===== config.mk =====
export PLATFORM = sky130hd
export DESIGN_NAME = rvx_core_trap_arbiter
export DESIGN_NICKNAME = d
export VERILOG_FILES = /design/src/rtl/rvx_core_trap_arbiter.sv
export SDC_FILE = /design/constraint.sdc
export NUM_CORES = 1
export LEC_CHECK = 0
export ABC_CLOCK_PERIOD_IN_PS = 2830
export CORE_UTILIZATION = 30
export CTS_BUF_LIST = sky130_fd_sc_hd__clkbuf_16
export DETAILED_ROUTE_END_ITERATION = 16
export PLACE_DENSITY = 0.84
export RECOVER_POWER = 100
export SLEW_MARGIN = 0
export SYNTH_ARGS = -nofsm -noshare
export SYNTH_HDL_FRONTEND = slang
export SYNTH_SLANG_ARGS = --single-unit

===== constraint.sdc =====
create_clock -name clock -period 2.83 [get_ports clock]
set_input_delay 0.4245 -clock clock [delete_from_list [all_inputs] [get_ports clock]]
set_output_delay 0.4245 -clock clock [all_outputs]
set_load 0.02 [all_outputs]

===== src/rtl/rvx_core_trap_arbiter.sv =====
// rvx_core_trap_arbiter
// ---------------------------------------------------------------------------
// Decides each cycle whether the core takes a trap in stage 1. Prioritises
// pending stage-1 exceptions over enabled machine interrupts, forms the
// mcause value, keeps a registered copy of the last cause taken and
// sequences WFI sleep.
//
// Optional feature: define RVX_TRAP_ARBITER_IRQ_SYNC_EN to pass each irq_*
// input through a 2-flop synchroniser (adds 2 cycles of interrupt latency).
// Undefined (default): irq_* are same-domain and used directly.
//
// Ports:
//   clock, reset_n        core clock, synchronous active-low reset
//   clock_enable          global stall; sequential state holds when 0
//   current_state_s1      core state (RVX_STATE_* encodings)
//   mstatus_mie           global machine interrupt enable
//   mie_meie/mtie/msie    per-source interrupt enables
//   irq_external/timer/software  level-sensitive interrupt requests
//   misaligned_fetch_s1 .. misaligned_store_s1  stage-1 exception flags
//   wfi_s1                WFI instruction in stage 1
//   take_trap_s1          trap request to the core state machine
//   trap_cause_s1         mcause value, bit 31 = interrupt
//   last_cause            registered cause of the most recent trap taken
//   wfi_stall             core halted in WFI; fetch must stall
// ---------------------------------------------------------------------------
module rvx_core_trap_arbiter (
  input  logic        clock,
  input  logic        reset_n,
  input  logic        clock_enable,
  input  logic [3:0]  current_state_s1,
  input  logic        mstatus_mie,
  input  logic        mie_meie,
  input  logic        mie_mtie,
  input  logic        mie_msie,
  input  logic        irq_external,
  input  logic        irq_timer,
  input  logic        irq_software,
  input  logic        misaligned_fetch_s1,
  input  logic        illegal_instruction_s1,
  input  logic        ebreak_s1,
  input  logic        ecall_s1,
  input  logic        misaligned_load_s1,
  input  logic        misaligned_store_s1,
  input  logic        wfi_s1,
  output logic        take_trap_s1,
  output logic [31:0] trap_cause_s1,
  output logic [31:0] last_cause,
  output logic        wfi_stall
);

  // Core state encodings, mirroring rvx_core_constants.vh.
  localparam logic [3:0] RVX_STATE_RESET      = 4'd0;
  localparam logic [3:0] RVX_STATE_OPERATING  = 4'd1;
  localparam logic [3:0] RVX_STATE_TRAP_TAKEN = 4'd2;
  localparam logic [3:0] RVX_STATE_TRAP_RET   = 4'd3;

  typedef enum logic [0:0] {
    WFI_RUN   = 1'b0,
    WFI_SLEEP = 1'b1
  } wfi_state_t;

  wfi_state_t  wfi_state_r;
  wfi_state_t  wfi_state_next_s;
  logic [2:0]  irq_s;          // {external, timer, software}
  logic [2:0]  pending_s;
  logic        any_pending_s;
  logic        int_go_s;
  logic        operating_s;
  logic        sleeping_s;
  logic        exc_any_s;
  logic [4:0]  code_s;
  logic        is_int_s;
  logic [31:0] last_cause_r;

`ifdef RVX_TRAP_ARBITER_IRQ_SYNC_EN
  logic [2:0] irq_meta_r;
  logic [2:0] irq_sync_r;

  // Two-flop synchroniser for the interrupt lines; free-running so that a
  // stalled core still sees interrupts arrive.
  always_ff @(posedge clock) begin
    if (!reset_n) begin
      irq_meta_r <= 3'b000;
      irq_sync_r <= 3'b000;
    end else begin
      irq_meta_r <= {irq_external, irq_timer, irq_software};
      irq_sync_r <= irq_meta_r;
    end
  end

  assign irq_s = irq_sync_r;
`else
  assign irq_s = {irq_external, irq_timer, irq_software};
`endif

  assign pending_s     = irq_s & {mie_meie, mie_mtie, mie_msie};
  assign any_pending_s = |pending_s;
  assign int_go_s      = mstatus_mie & any_pending_s;
  assign operating_s   = (current_state_s1 == RVX_STATE_OPERATING);
  assign sleeping_s    = (wfi_state_r == WFI_SLEEP);

  // The pipeline is stalled in SLEEP, so stage-1 exception flags are stale.
  assign exc_any_s = ~sleeping_s &
                     (misaligned_fetch_s1 | illegal_instruction_s1 | ebreak_s1 |
                      ecall_s1 | misaligned_load_s1 | misaligned_store_s1);

  // Trap arbitration: exceptions first in their fixed order, then interrupts.
  always_comb begin
    take_trap_s1 = 1'b0;
    is_int_s     = 1'b0;
    code_s       = 5'd0;
    if (operating_s && exc_any_s) begin
      take_trap_s1 = 1'b1;
      if (misaligned_fetch_s1) begin
        code_s = 5'd0;
      end else if (illegal_instruction_s1) begin
        code_s = 5'd2;
      end else if (ebreak_s1) begin
        code_s = 5'd3;
      end else if (ecall_s1) begin
        code_s = 5'd11;
      end else if (misaligned_load_s1) begin
        code_s = 5'd4;
      end else begin
        code_s = 5'd6;
      end
    end else if (operating_s && int_go_s) begin
      take_trap_s1 = 1'b1;
      is_int_s     = 1'b1;
      if (pending_s[2]) begin
        code_s = 5'd11;
      end else if (pending_s[0]) begin
        code_s = 5'd3;
      end else begin
        code_s = 5'd7;
      end
    end else begin
      take_trap_s1 = 1'b0;
    end
  end

  assign trap_cause_s1 = take_trap_s1 ? {is_int_s, 26'd0, code_s} : 32'd0;

  // Capture the cause of every trap actually taken.
  always_ff @(posedge clock) begin
    if (!reset_n) begin
      last_cause_r <= 32'd0;
    end else if (clock_enable && take_trap_s1) begin
      last_cause_r <= trap_cause_s1;
    end else begin
      last_cause_r <= last_cause_r;
    end
  end

  assign last_cause = last_cause_r;

  // WFI state register.
  always_ff @(posedge clock) begin
    if (!reset_n) begin
      wfi_state_r <= WFI_RUN;
    end else if (clock_enable) begin
      wfi_state_r <= wfi_state_next_s;
    end else begin
      wfi_state_r <= wfi_state_r;
    end
  end

  // WFI next state. Wake depends on raw pending only (mstatus_mie ignored);
  // leaving OPERATING does not abandon SLEEP, only reset does.
  always_comb begin
    wfi_state_next_s = wfi_state_r;
    case (wfi_state_r)
      WFI_RUN: begin
        if (operating_s && wfi_s1 && !exc_any_s && !any_pending_s) begin
          wfi_state_next_s = WFI_SLEEP;
        end else begin
          wfi_state_next_s = WFI_RUN;
        end
      end
      WFI_SLEEP: begin
        if (any_pending_s) begin
          wfi_state_next_s = WFI_RUN;
        end else begin
          wfi_state_next_s = WFI_SLEEP;
        end
      end
      default: wfi_state_next_s = WFI_RUN;
    endcase
  end

  assign wfi_stall = (wfi_state_r == WFI_SLEEP);

endmodule


==> results by group <==
Layout
  • Share of layout cells above drive strength 1: 8.11%
  • Area Overhead vs Synth: 25.7%
  • Core Util, Final: 40.1%
  • Multi-input logic area: 537 um2
  • # diodes: 0
  • Filler cells: 291
  • Nets: 171
  • Layout Cells excl Fill: 179
  • Register area: 120 um2

STA
  • Relative slew margins: 63.6%
  • Final Max Slew Viols: 0
  • Setup violations, final: 0
  • Pin slew with the least headroom to its limit: 0.542 ns
  • Max Clk Rate: 0.371 GHz
  • Tcrit/Tclk final: 95.2%
  • Final hold vios: 0
  • Setup total negative slack: 0 ns
  • Setup Skew: 0.000813 ns
  • Worst Hold Slack: 0.481 ns
  • Tmin final: 2.69 ns
  • RSZ-0062 raised after global routing: false

Clock tree
  • Setup bufs post-CTS: 0
  • H-tree levels: 1
  • Clock Latency Late Sink: 0.23 ns
  • Sinks on Clock Net: 6
  • Hold buffer count at CTS: 0
  • Num CTS Buffers: 3
  • CTS tree: built
  • Clock Path Buffers: 2
  • Root buf cell: clkbuf_16
  • Clk pin slew, worst setup/hold paths: 0.03 ns

Global routing
  • Number of global-route vias before repair: 639
  • Global-route wire length before repair: 2790 um
  • GR Overflow Total: 0
  • Initial antenna violation count: 0
  • Largest net degree at the start of global routing: 11
  • Tot GR Track Use: 11.2%

Placed design
  • I/O Buffers: 32
  • Gpl congestion: 0.819
  • HPWL after DPL: 1380 um
  • Cell Count Post-Placement: 176

Drt
  • ANT nets after route: 0
  • Pre-antenna DRT Iters: 4
  • Final WL: 1720 um
  • Wire length per cell: 9.63 um
  • Starting DRT DRC Count: 20
  • Via count: 744
  • DRC: 0
  • Vias per cell: 4.16

Synth
  • Syn Area/Cell: 8.14 um2
  • Most common cell in the netlist: buf_4
  • Cells after synthesis: 109
  • Ys async rst share: 0%
  • Part of the Yosys area used for sequential elements: 13.5%
  • Area contributors post-synth: buf_4 46%, dfxtp_1 14%, nor2_1 3.4%
  • Mapped Area: 887 um2
  • #FFs+latches synth: 6
  • Yosys warns: 0
  • Unique masters post-synth: 31
  • Yosys top cell area share: 45.7%
  • Cell taking the most area after synthesis: buf_4
  • Main synth FF type: dfxtp_1
  • Post-synth EDFFs: 0
  • Synth cell count leaders: 54 x buf_4, 8 x nor2_1, 6 x dfxtp_1

Setup path
  • Reg2Reg Depth: 4
  • Critical path, cell by cell: dlygate4sd3_1 > nor4_4 > a21oi_1 > nor2_1 > nor2_1 > clkdlybuf4s50_1
  • Critical Path Max Stage Delay: 0.63 ns
  • Largest fanout on the critical path: 5
  • Family with the most delay on the worst path: buffers and inverters
  • Arrival time at the worst endpoint: 2.27 ns
  • RR Startpoint: wfi_stall$_SDFFE_PN0P_
  • CP startpoint: illegal_instruction_s1
  • CP Buf/Inv Count: 2
  • Critical path's most frequent cell: nor2_1
  • Slowest CP cell: dlygate4sd3_1
  • Worst R2R Setup Slack: 1.16 ns
  • Element type at the critical path start: input pin
  • Worst R2R End: last_cause[0]$_SDFFE_PN0P_
  • Critical path class: input pin to primary output
  • CP Data Required Time: 2.41 ns
  • Worst setup EP type: primary output

Power and ir drop
  • Total power: 0.448 mW
  • Cell Pwr Density: 402 nW/um2
  • LEAKAGE: 0.548 nW
  • Maximum vdd drop: 291 uV

Floorplan
  • Core Box Area: 2780 um2
  • Starting Density: 31.9%
  • Row cnt: 19
  • Die footprint: 3180 um2
  • DIE HEIGHT: 56.4 um
  • Die Wd: 56.4 um
  • # IOs: 87

Min path
  • Hold path depth: 2
  • Worst hold path class: flop to flop
  • Worst Hold End: last_cause[3]$_SDFFE_PN0P_
  • Min-delay src: last_cause[3]$_SDFFE_PN0P_

Run status
  • Status: finished, final reports clean

Run
  • Maxcap violations: 0
==> worst register-to-register path, delay by kind of cell (launching register included) <==
family / cells / cell delay (ns)
and+or+nand+nor: 1 / 0.62
AOI/OAI and AO/OA: 2 / 0.42
DFF: 1 / 0.38
buffers and inverters: 1 / 0.18
==> cell type report <==
cell class              instances  area share [%]
multi-input cells              99            48.1
repair buffers                 38            30.2
flip-flops and latches          6            10.8
clock buffers                   3            6.73
well taps                      31            3.48
inverters                       2           0.673
==> routing by layer <==
metal	vias to the layer above	part of all wire, %	global-route usage, %
met2	60	46	18.0
met3	5	12	3.00
met1	329	40	13.8
met5	-	0	0
met4	0	1.6	5.23
li1	350	-	-
==> what timing repair did <==
item,in CTS,in global routing
endpoints found under the hold margin,0,0
endpoints found under the setup margin,2,3
gates cloned,0,0
resized for setup,2,3
==> per-stage QoR <==
stage / worst slack, ns / instance area [um2]
after detailed placement: 0.00288 / 1070
after CTS: 0.0291 / 1150
after global placement: 0.00393 / 1070
after floorplan: 0.865 / 1090
after global routing: 0.0977 / 1110
final: 0.137 / 1110
==> state kept, by name (all words and copies together), names as in the netlist <==
signal      cells
last_cause      5
wfi_stall       1
==> cells in the final DEF (no fill, tap or decap), types with 2 or more instances in the layout <==
master | Yosys | routed
clkbuf_16 | 0 | 3
o211a_1 | 2 | 2
nor2_1 | 8 | 8
nand3_1 | 2 | 2
dfxtp_1 | 6 | 6
or4_1 | 2 | 2
clkdlybuf4s50_1 | 0 | 20
nand2b_1 | 3 | 3
conb_1 | 1 | 54
buf_4 | 54 | 3
a21oi_1 | 5 | 5
inv_1 | 2 | 2
dlygate4sd2_1 | 0 | 2
dlygate4sd3_1 | 0 | 7
nand2_1 | 4 | 4
clkbuf_1 | 0 | 5
==> where the power goes <==
part,leakage [nW],internal [mW],switching [mW]
sequential,0.0484,0.0862,0.000575
combinational,0.462,0.0393,0.0916
clock,0.0370,0.181,0.0491
==> worst max-delay path by stage <==
stage | end | cells past startpoint
2_1_floorplan | trap_cause_s1[0] | 4
3_3_place_gp | trap_cause_s1[0] | 5
3_5_place_dp | trap_cause_s1[0] | 5
4_1_cts | trap_cause_s1[31] | 6
5_1_grt | take_trap_s1 | 6
6_report | take_trap_s1 | 6
==> logic make-up (layout without fill, tap and decap cells) <==
| group | Yosys count | count (layout) | share of synthesized area [%] |
|---|---|---|---|
| buffers and inverters | 57 | 43 | 47.8 |
| and+or+nand+nor | 25 | 25 | 17.5 |
| AOI/OAI and AO/OA | 19 | 19 | 19.6 |
| DFF | 6 | 6 | 13.5 |
| other | 1 | 54 | 0.423 |
| muxes | 1 | 1 | 1.13 |
(Power assumes the default switching activity.)
